==> src/rtl/sevenseg_scan_capture.sv <==
`default_nettype none
// ============================================================================
// Module   : sevenseg_scan_capture
// Purpose  : Rebuilds the four digits shown on a scanned 7-segment bus and
//            presents them as a coherent frame with a one-cycle valid pulse.
// Revision : 1.0 - initial release
// ============================================================================
module sevenseg_scan_capture #(
    parameter int SETTLE_CYCLES    = 16,
    parameter int FRAME_TIMEOUT    = 16384,
    parameter int ANODE_ACTIVE_LOW = 0
) (
    input  logic       clk,
    input  logic       rst_n,
    input  logic [6:0] segments,
    input  logic [3:0] anodes,
    output logic [3:0] digit0,
    output logic [3:0] digit1,
    output logic [3:0] digit2,
    output logic [3:0] digit3,
    output logic [3:0] blank,
    output logic [3:0] invalid,
    output logic       frame_valid,
    output logic       multi_anode_err,
    output logic       stale
);

    localparam int c_CNT_W = $clog2(SETTLE_CYCLES);
    localparam int c_TO_W  = $clog2(FRAME_TIMEOUT + 1);
    localparam logic [c_CNT_W-1:0] c_CNT_MAX    = c_CNT_W'(SETTLE_CYCLES - 1);
    localparam logic [c_CNT_W-1:0] c_CNT_SETTLE = c_CNT_W'(SETTLE_CYCLES - 2);
    localparam logic [c_TO_W-1:0]  c_TO_MAX     = c_TO_W'(FRAME_TIMEOUT);

    // Returns {invalid, blank, value}
    function automatic logic [5:0] f_decode(input logic [6:0] seg);
        case (seg)
            7'h3F:   f_decode = 6'h00;
            7'h06:   f_decode = 6'h01;
            7'h5B:   f_decode = 6'h02;
            7'h4F:   f_decode = 6'h03;
            7'h66:   f_decode = 6'h04;
            7'h6D:   f_decode = 6'h05;
            7'h7D:   f_decode = 6'h06;
            7'h07:   f_decode = 6'h07;
            7'h7F:   f_decode = 6'h08;
            7'h6F:   f_decode = 6'h09;
            7'h77:   f_decode = 6'h0A;
            7'h7C:   f_decode = 6'h0B;
            7'h39:   f_decode = 6'h0C;
            7'h5E:   f_decode = 6'h0D;
            7'h79:   f_decode = 6'h0E;
            7'h71:   f_decode = 6'h0F;
            7'h00:   f_decode = 6'h10;
            default: f_decode = 6'h20;
        endcase
    endfunction

    logic [6:0]         r_seg_s1, r_seg_s2;
    logic [3:0]         r_an_s1, r_an_s2;
    logic [10:0]        r_prev;
    logic [c_CNT_W-1:0] r_cnt;
    logic               r_captured;
    logic [3:0]         r_seen;
    logic               r_frame_pend;
    logic [3:0][3:0]    r_slot_val;
    logic [3:0]         r_slot_blank;
    logic [3:0]         r_slot_inv;
    logic [3:0]         r_digit0, r_digit1, r_digit2, r_digit3;
    logic [3:0]         r_blank, r_invalid;
    logic               r_frame_valid, r_multi_err;
    logic [c_TO_W-1:0]  r_to_cnt;

    logic [6:0]  w_seg;
    logic [3:0]  w_an;
    logic [10:0] w_cur;
    logic        w_same, w_settle, w_onehot, w_multi, w_capture;
    logic [1:0]  w_idx;
    logic [5:0]  w_dec;
    logic [3:0]  w_seen_upd;

    assign w_seg      = ~r_seg_s2;
    assign w_an       = (ANODE_ACTIVE_LOW != 0) ? ~r_an_s2 : r_an_s2;
    assign w_cur      = {w_an, w_seg};
    assign w_same     = (w_cur == r_prev);
    // Fires on the sample that makes SETTLE_CYCLES identical samples in a row
    assign w_settle   = w_same && (r_cnt == c_CNT_SETTLE) && !r_captured;
    assign w_onehot   = $onehot(w_an);
    assign w_multi    = (w_an != 4'b0000) && !w_onehot;
    assign w_capture  = w_settle && w_onehot;
    assign w_idx      = w_an[3] ? 2'd3 : w_an[2] ? 2'd2 : w_an[1] ? 2'd1 : 2'd0;
    assign w_dec      = f_decode(w_seg);
    assign w_seen_upd = r_seen | w_an;

    always_ff @(posedge clk or negedge rst_n) begin
        if (!rst_n) begin
            r_seg_s1 <= '0;
            r_seg_s2 <= '0;
            r_an_s1  <= '0;
            r_an_s2  <= '0;
        end else begin
            r_seg_s1 <= segments;
            r_seg_s2 <= r_seg_s1;
            r_an_s1  <= anodes;
            r_an_s2  <= r_an_s1;
        end
    end

    always_ff @(posedge clk or negedge rst_n) begin
        if (!rst_n) begin
            r_prev       <= '0;
            r_cnt        <= '0;
            r_captured   <= 1'b0;
            r_multi_err  <= 1'b0;
            r_slot_val   <= '0;
            r_slot_blank <= '0;
            r_slot_inv   <= '0;
        end else begin
            r_prev      <= w_cur;
            r_multi_err <= w_settle && w_multi;
            if (!w_same) begin
                r_cnt      <= '0;
                r_captured <= 1'b0;
            end else begin
                if (r_cnt != c_CNT_MAX)
                    r_cnt <= r_cnt + 1'b1;
                if (w_settle)
                    r_captured <= 1'b1;
            end
            if (w_capture) begin
                r_slot_val[w_idx]   <= w_dec[3:0];
                r_slot_blank[w_idx] <= w_dec[4];
                r_slot_inv[w_idx]   <= w_dec[5];
            end
        end
    end

    always_ff @(posedge clk or negedge rst_n) begin
        if (!rst_n) begin
            r_seen        <= '0;
            r_frame_pend  <= 1'b0;
            r_frame_valid <= 1'b0;
            r_digit0      <= '0;
            r_digit1      <= '0;
            r_digit2      <= '0;
            r_digit3      <= '0;
            r_blank       <= '0;
            r_invalid     <= '0;
        end else if (r_frame_pend) begin
            // Publish the frame; a capture landing now starts the next one
            r_frame_pend  <= 1'b0;
            r_frame_valid <= 1'b1;
            r_digit0      <= r_slot_val[0];
            r_digit1      <= r_slot_val[1];
            r_digit2      <= r_slot_val[2];
            r_digit3      <= r_slot_val[3];
            r_blank       <= r_slot_blank;
            r_invalid     <= r_slot_inv;
            r_seen        <= w_capture ? w_an : 4'b0000;
        end else begin
            r_frame_valid <= 1'b0;
            if (w_capture) begin
                r_seen <= w_seen_upd;
                if (w_seen_upd == 4'b1111)
                    r_frame_pend <= 1'b1;
            end
        end
    end

    always_ff @(posedge clk or negedge rst_n) begin
        if (!rst_n)
            r_to_cnt <= '0;
        else if (r_frame_pend)
            r_to_cnt <= '0;
        else if (r_to_cnt != c_TO_MAX)
            r_to_cnt <= r_to_cnt + 1'b1;
    end

    assign digit0          = r_digit0;
    assign digit1          = r_digit1;
    assign digit2          = r_digit2;
    assign digit3          = r_digit3;
    assign blank           = r_blank;
    assign invalid         = r_invalid;
    assign frame_valid     = r_frame_valid;
    assign multi_anode_err = r_multi_err;
    assign stale           = (r_to_cnt == c_TO_MAX);

endmodule
`default_nettype wire
==> config.mk <==
export PLATFORM = sky130hd
export DESIGN_NAME = sevenseg_scan_capture
export DESIGN_NICKNAME = d
export VERILOG_FILES = /design/src/rtl/sevenseg_scan_capture.sv
export SDC_FILE = /design/constraint.sdc
export NUM_CORES = 1
export LEC_CHECK = 0
export ABC_CLOCK_PERIOD_IN_PS = 3640
export CELL_PAD_IN_SITES_DETAIL_PLACEMENT = 0
export CELL_PAD_IN_SITES_GLOBAL_PLACEMENT = 1
export CORE_UTILIZATION = 45
export CTS_BUF_LIST = sky130_fd_sc_hd__clkbuf_4 sky130_fd_sc_hd__clkbuf_8
export DETAILED_ROUTE_END_ITERATION = 8
export GPL_TIMING_DRIVEN = 1
export PLACE_DENSITY_LB_ADDON = 0.1
export SLEW_MARGIN = 20
export SYNTH_ARGS = -nofsm -noshare
export SYNTH_HDL_FRONTEND = slang
export SYNTH_SLANG_ARGS = --single-unit
==> constraint.sdc <==
create_clock -name clk -period 3.64 [get_ports clk]
set_input_delay 0.728 -clock clk [delete_from_list [all_inputs] [get_ports clk]]
set_output_delay 0.728 -clock clk [all_outputs]
set_load 0.05 [all_outputs]
# Word-level counts from Yosys, hierarchy flattened
# Cells that the tools add are included.
dict set report word_totals {
  output_inout_bits 27
  wordCells 94
  ff_bits 108
}
dict set report classes {
  order_cmp 2
  add_sub_neg 5
  n_eq_ne 25
  n_bitwise 2
  muxes 24
  reduce_logical 12
}
# operator n
set op_table {}
lappend op_table {{$pmux W6 S17} 1}
lappend op_table {{$eq A7 B7 Y1 const B} 12}
lappend op_table {{$mux W15} 2}
lappend op_table {{$mux W4} 6}
lappend op_table {{$bwmux W16} 1}
lappend op_table {{$add A15 B1 Y15 const B} 1}
lappend op_table {{$eq A15 B15 Y1 const B} 1}
lappend op_table {{$ne A15 B15 Y1 const B} 1}
lappend op_table {{$eq A7 B3 Y1 const B} 2}
lappend op_table {{$eq A7 B6 Y1 const B} 2}
lappend op_table {{$eq A11 B11 Y1} 1}
lappend op_table {{$bwmux W4} 2}
lappend op_table {{$demux W4 S2} 1}
lappend op_table {{$eq A4 B4 Y1 const B} 2}
lappend op_table {{$mux W1} 8}
lappend op_table {{$logic_not A7 Y1} 1}
lappend op_table {{$not A7 Y7} 1}
lappend op_table {{$logic_and A1 B1 Y1} 6}
lappend op_table {{$add A1 B1 Y2} 2}
lappend op_table {{$add A4 B1 Y4 const B} 1}
lappend op_table {{$mux W2} 2}
lappend op_table {{$ne A2 B1 Y1 const B} 2}
lappend op_table {{$ne A4 B4 Y1 const B} 1}
lappend op_table {{$or A4 B4 Y4} 1}
lappend op_table {{8 further kinds} 10}

# Logic depth before layout (Yosys ltp)
dict set report logic_depth {
  depth_word 8
  depth_mapped 10
  ltp_nobuf 9
}

# Worst setup path before layout
# No wires, ideal clock.
dict set report synth_path {
  path_kind {register to register}
  start {reg r_an_s2[1]}
  end {reg r_slot_blank[0]}
  path_slack_ps 898
  stages_incl_launch_ff 11
  arrival_ps 2617
  cell_sequence {dfrtp_1 > inv_1 > fa_1 > inv_1 > ha_1 > ha_1 > nor4b_1 > and4_1 > buf_6 > nand3_4 > mux2_4}
}
dict set report synth_via {
  elab_chain_cells 8
  word_cells_on_any_way 16
}
# item line_no
set synth_lines {}
lappend synth_lines {{start: declaration} 59} ;# logic [3:0] r_an_s1, r_an_s2;
lappend synth_lines {{start signal: assignment} 104} ;# r_an_s2 <= r_an_s1;
lappend synth_lines {{$mux W1} 90} ;# assign w_idx = w_an[3] ? 2'd3 : w_an[2] ? 2'd2 : w_an[1] ? 2'd1 : 2'd0;
lappend synth_lines {{$mux W2 (2 in series)} 90}
lappend synth_lines {{$lt A2 B3 Y1 (not written as such) / $ge A2 B1 Y1 (equally long branches)} 131} ;# r_slot_blank[w_idx] <= w_dec[4];
lappend synth_lines {{$logic_and A1 B1 Y1 (not written as such)} 131}
lappend synth_lines {{$mux W1 (not written as such)} 131}
lappend synth_lines {{$demux W1 S2} 131}
lappend synth_lines {{$bwmux W4} 131}
lappend synth_lines {{end signal: indexed assignment} 131}
lappend synth_lines {{end: declaration} 66} ;# logic [3:0] r_slot_blank;
# Parallel ways exist; a longest one is shown, timed or not.
# A chain may end at the register's enable or synchronous reset.

# Worst setup path after layout
dict set report layout_path {
  start {reg r_to_cnt[0]}
  end {out stale}
}
dict set report layout_via {
  elab_chain_cells 1
}
# item line_no
set layout_lines {}
lappend layout_lines {{start: declaration} 71} ;# logic [c_TO_W-1:0] r_to_cnt;
lappend layout_lines {{start signal: assignment} 175} ;# r_to_cnt <= r_to_cnt + 1'b1;
lappend layout_lines {{$eq A15 B15 Y1} 186} ;# assign stale = (r_to_cnt == c_TO_MAX);
lappend layout_lines {{end: declaration} 25} ;# output logic stale
# No other way between the ends.

==> impl_metrics.env <==
export IMPL_routedWlPerCell_um=15.1
export IMPL_layout_drive_gt1_share=0.136
export IMPL_leakage_nw=2.48
export IMPL_clk_transition_reported_paths_ps=110
export IMPL_worst_skew_pair_late_latency_ps=380
export IMPL_finalSetupTns_ps=0
export IMPL_synth_ff_type="dfrtp_1"
export IMPL_rows=36
export IMPL_dpl_hpwl_um=5600
export IMPL_async_reset_ff_frac=1.00
export IMPL_pre_cts_slack_ps=510
export IMPL_vias_per_cell=5.09
export IMPL_slew_headroom=0.508
export IMPL_avgSynthCellArea_um2=12.3
export IMPL_setup_viol=0
export IMPL_drc=0
export IMPL_synth_edff_count=0
export IMPL_drv_slew=0
export IMPL_utilization=0.539
export IMPL_die_w_um=103
export IMPL_yosysSeqAreaShare=0.594
export IMPL_hold_viol_final=0
export IMPL_cts_tree="yes"
export IMPL_ir_worst_vdd_v=0.000233
export IMPL_grt_pass1_wl_um=14000
export IMPL_htreeDepth=3
export IMPL_clock_sinks=108
export IMPL_portBuffers=39
export IMPL_timing_final_crit_share=0.878
export IMPL_postCtsSetupBuffers=0
export IMPL_arrival_ps=2470
export IMPL_hold_class="flop to flop"
export IMPL_cts_root_buf="clkbuf_8"
export IMPL_critPathKind="flop to output pin"
export IMPL_diodes=0
export IMPL_antenna_found_initial=0
export IMPL_layout_common_cells="dfrtp_1, inv_1, clkdlybuf4s50_1"
export IMPL_die_y_um=103
export IMPL_grt_max_degree=57
export IMPL_grt_pass1_vias=2690
export IMPL_min_delay_start="r_an_s1[2]"
export IMPL_drtAntennaViolNets=0
export IMPL_drt_total_wl_um=8230
export IMPL_fmax_mhz=313
export IMPL_min_period_ps=3190
export IMPL_rsz0062_at_grt="no"
export IMPL_cellPowerDensity_nw_per_um2=391
export IMPL_clock_skew_ps=23.1
export IMPL_hold_slack_ps=349
export IMPL_initial_utilization=0.466
export IMPL_ys_types=50
export IMPL_ys_warn_count=0
export IMPL_synthCells=370
export IMPL_required_ps=2910
export IMPL_drt_first_iter_violations=86
export IMPL_setup_slack_ps=445
export IMPL_syn_num_nets=391
export IMPL_core_area_um2=9770
export IMPL_cts_resized=0
export IMPL_critPathLaunch="r_to_cnt[0]"
export IMPL_vias=2780
export IMPL_cts_buffers=9
export IMPL_io_pins=40
export IMPL_overflow=0
export IMPL_power_mw=2.06
export IMPL_cp_max_fo=5
export IMPL_clockBufferDepth=2
export IMPL_nets=429
export IMPL_place_congestion=0.806
export IMPL_startpoint_type="flop"
export IMPL_end_kind="output pin"
export IMPL_outcome="complete, no violations"
export IMPL_dr_pass1_iters=4
export IMPL_cts_hold_fix_buffers=0
export IMPL_synth_top_cell_area_share=0.594
export IMPL_grt_use_total=0.176
export IMPL_die_area_um2=10500
export IMPL_mostFrequentLayoutCell="dfrtp_1"
export IMPL_drv_cap=0
export IMPL_syn_to_final_growth_pct=15.8
export IMPL_fill_cells=890
export IMPL_worstReg2RegStart="r_an_s2[1]"
export IMPL_synth_top_area_cell="dfrtp_1"
export IMPL_ys_seq_elements=108
export IMPL_synthTopCellsByArea="dfrtp_1, mux2_2, mux2i_1"
export IMPL_netlist_area_um2=4550
export IMPL_worst_pin_slew_ps=732
-- metrics by stage --
| step | instance area [um^2] | instances |
|---|---|---|
| floorplan | 4550 | 370 |
| global placement | 5070 | 530 |
| detailed placement | 5070 | 530 |
| CTS | 5270 | 546 |
| global route | 5270 | 546 |
| finish | 5270 | 546 |
-- state kept, by name, summed over array words and instances (netlist names) --
name             flops
blank                4
digit0               4
digit1               4
digit2               4
digit3               4
frame_valid          1
invalid              4
multi_anode_err      1
r_an_s1              4
r_an_s2              4
r_captured           1
r_cnt                4
r_frame_pend         1
r_prev              11
r_seen               4
r_seg_s1             7
r_seg_s2             7
r_slot_blank         4
r_slot_inv           4
r_slot_val          16
r_to_cnt            15
-- synth_stat cells (3+ instances only) --
cell and number:
dfrtp_1 108, inv_1 42, nor2_1 26, mux2_2 24, mux2i_1 20, xnor2_1 14, nor3_1 13, xor2_1 12
nand2_1 10, nand3_1 9, clkbuf_1 7, ha_1 7, nand4_1 7, nor4_1 6, o21ai_0 5, o22ai_1 4
a21oi_1 3, and3_1 3, buf_2 3, mux2_4 3, nand3_4 3, nor4b_1 3
-- worst max-delay path: stages, from the launching register on --
cell	delay, ps
dfrtp_1	440
inv_1	70
ha_1	150
nor4b_1	240
nand4_1	290
inv_1	120
clkdlybuf4s50_1	800
-- worst paths after layout --
path | end | slack [ps] | cells past startpoint
max | stale | 450 | 6
min | r_an_s2[2] | 350 | 0
max reg2reg | r_slot_blank[0] | 530 | 9
min reg2reg | r_an_s2[2] | 350 | 0
max in group asynchronous | invalid[3] | 2550 | 2
min in group asynchronous | r_an_s2[2] | 370 | 1
-- layer usage --
layer | wire, um | share of wire | global-route usage | vias to the layer above
li1 | - | - | - | 1335
met1 | 4070 | 0.49 | 0.253 | 1391
met2 | 3790 | 0.46 | 0.266 | 47
met3 | 257 | 0.031 | 0.0468 | 7
met4 | 104 | 0.013 | 0.0407 | 0
met5 | 0 | 0 | 0 | -
-- layout make-up --
| type | count | area (um^2) | share of cell area |
|---|---|---|---|
| Multi-Input combinational cell | 206 | 1630 | 0.308 |
| Timing Repair Buffer | 41 | 415 | 0.0788 |
| Clock buffer | 9 | 124 | 0.0235 |
| Sequential cell | 108 | 2700 | 0.513 |
| Tap cell | 133 | 166 | 0.0316 |
| Clock inverter | 7 | 80.1 | 0.0152 |
| Inverter | 42 | 158 | 0.0299 |
-- report_power, final --
group          leakage [nW]  total (mW)  switching [mW]  internal [mW]
Clock                0.0994       0.731           0.457          0.274
Sequential             1.42        1.24          0.0261           1.22
Combinational         0.960      0.0878          0.0509         0.0369
Total                  2.48        2.06           0.534           1.53
-- cell families after synthesis --
family	Yosys count	share of synthesized area
xor gates and xnor gates	26	0.0500
muxes	48	0.116
buffers and inverters	56	0.0495
AOI/OAI and AO/OA	25	0.0390
and+or+nand+nor	99	0.129
DFF	108	0.594
adders and majority gates	8	0.0236
No activity file was read; power rests on OpenSTA's default activity.
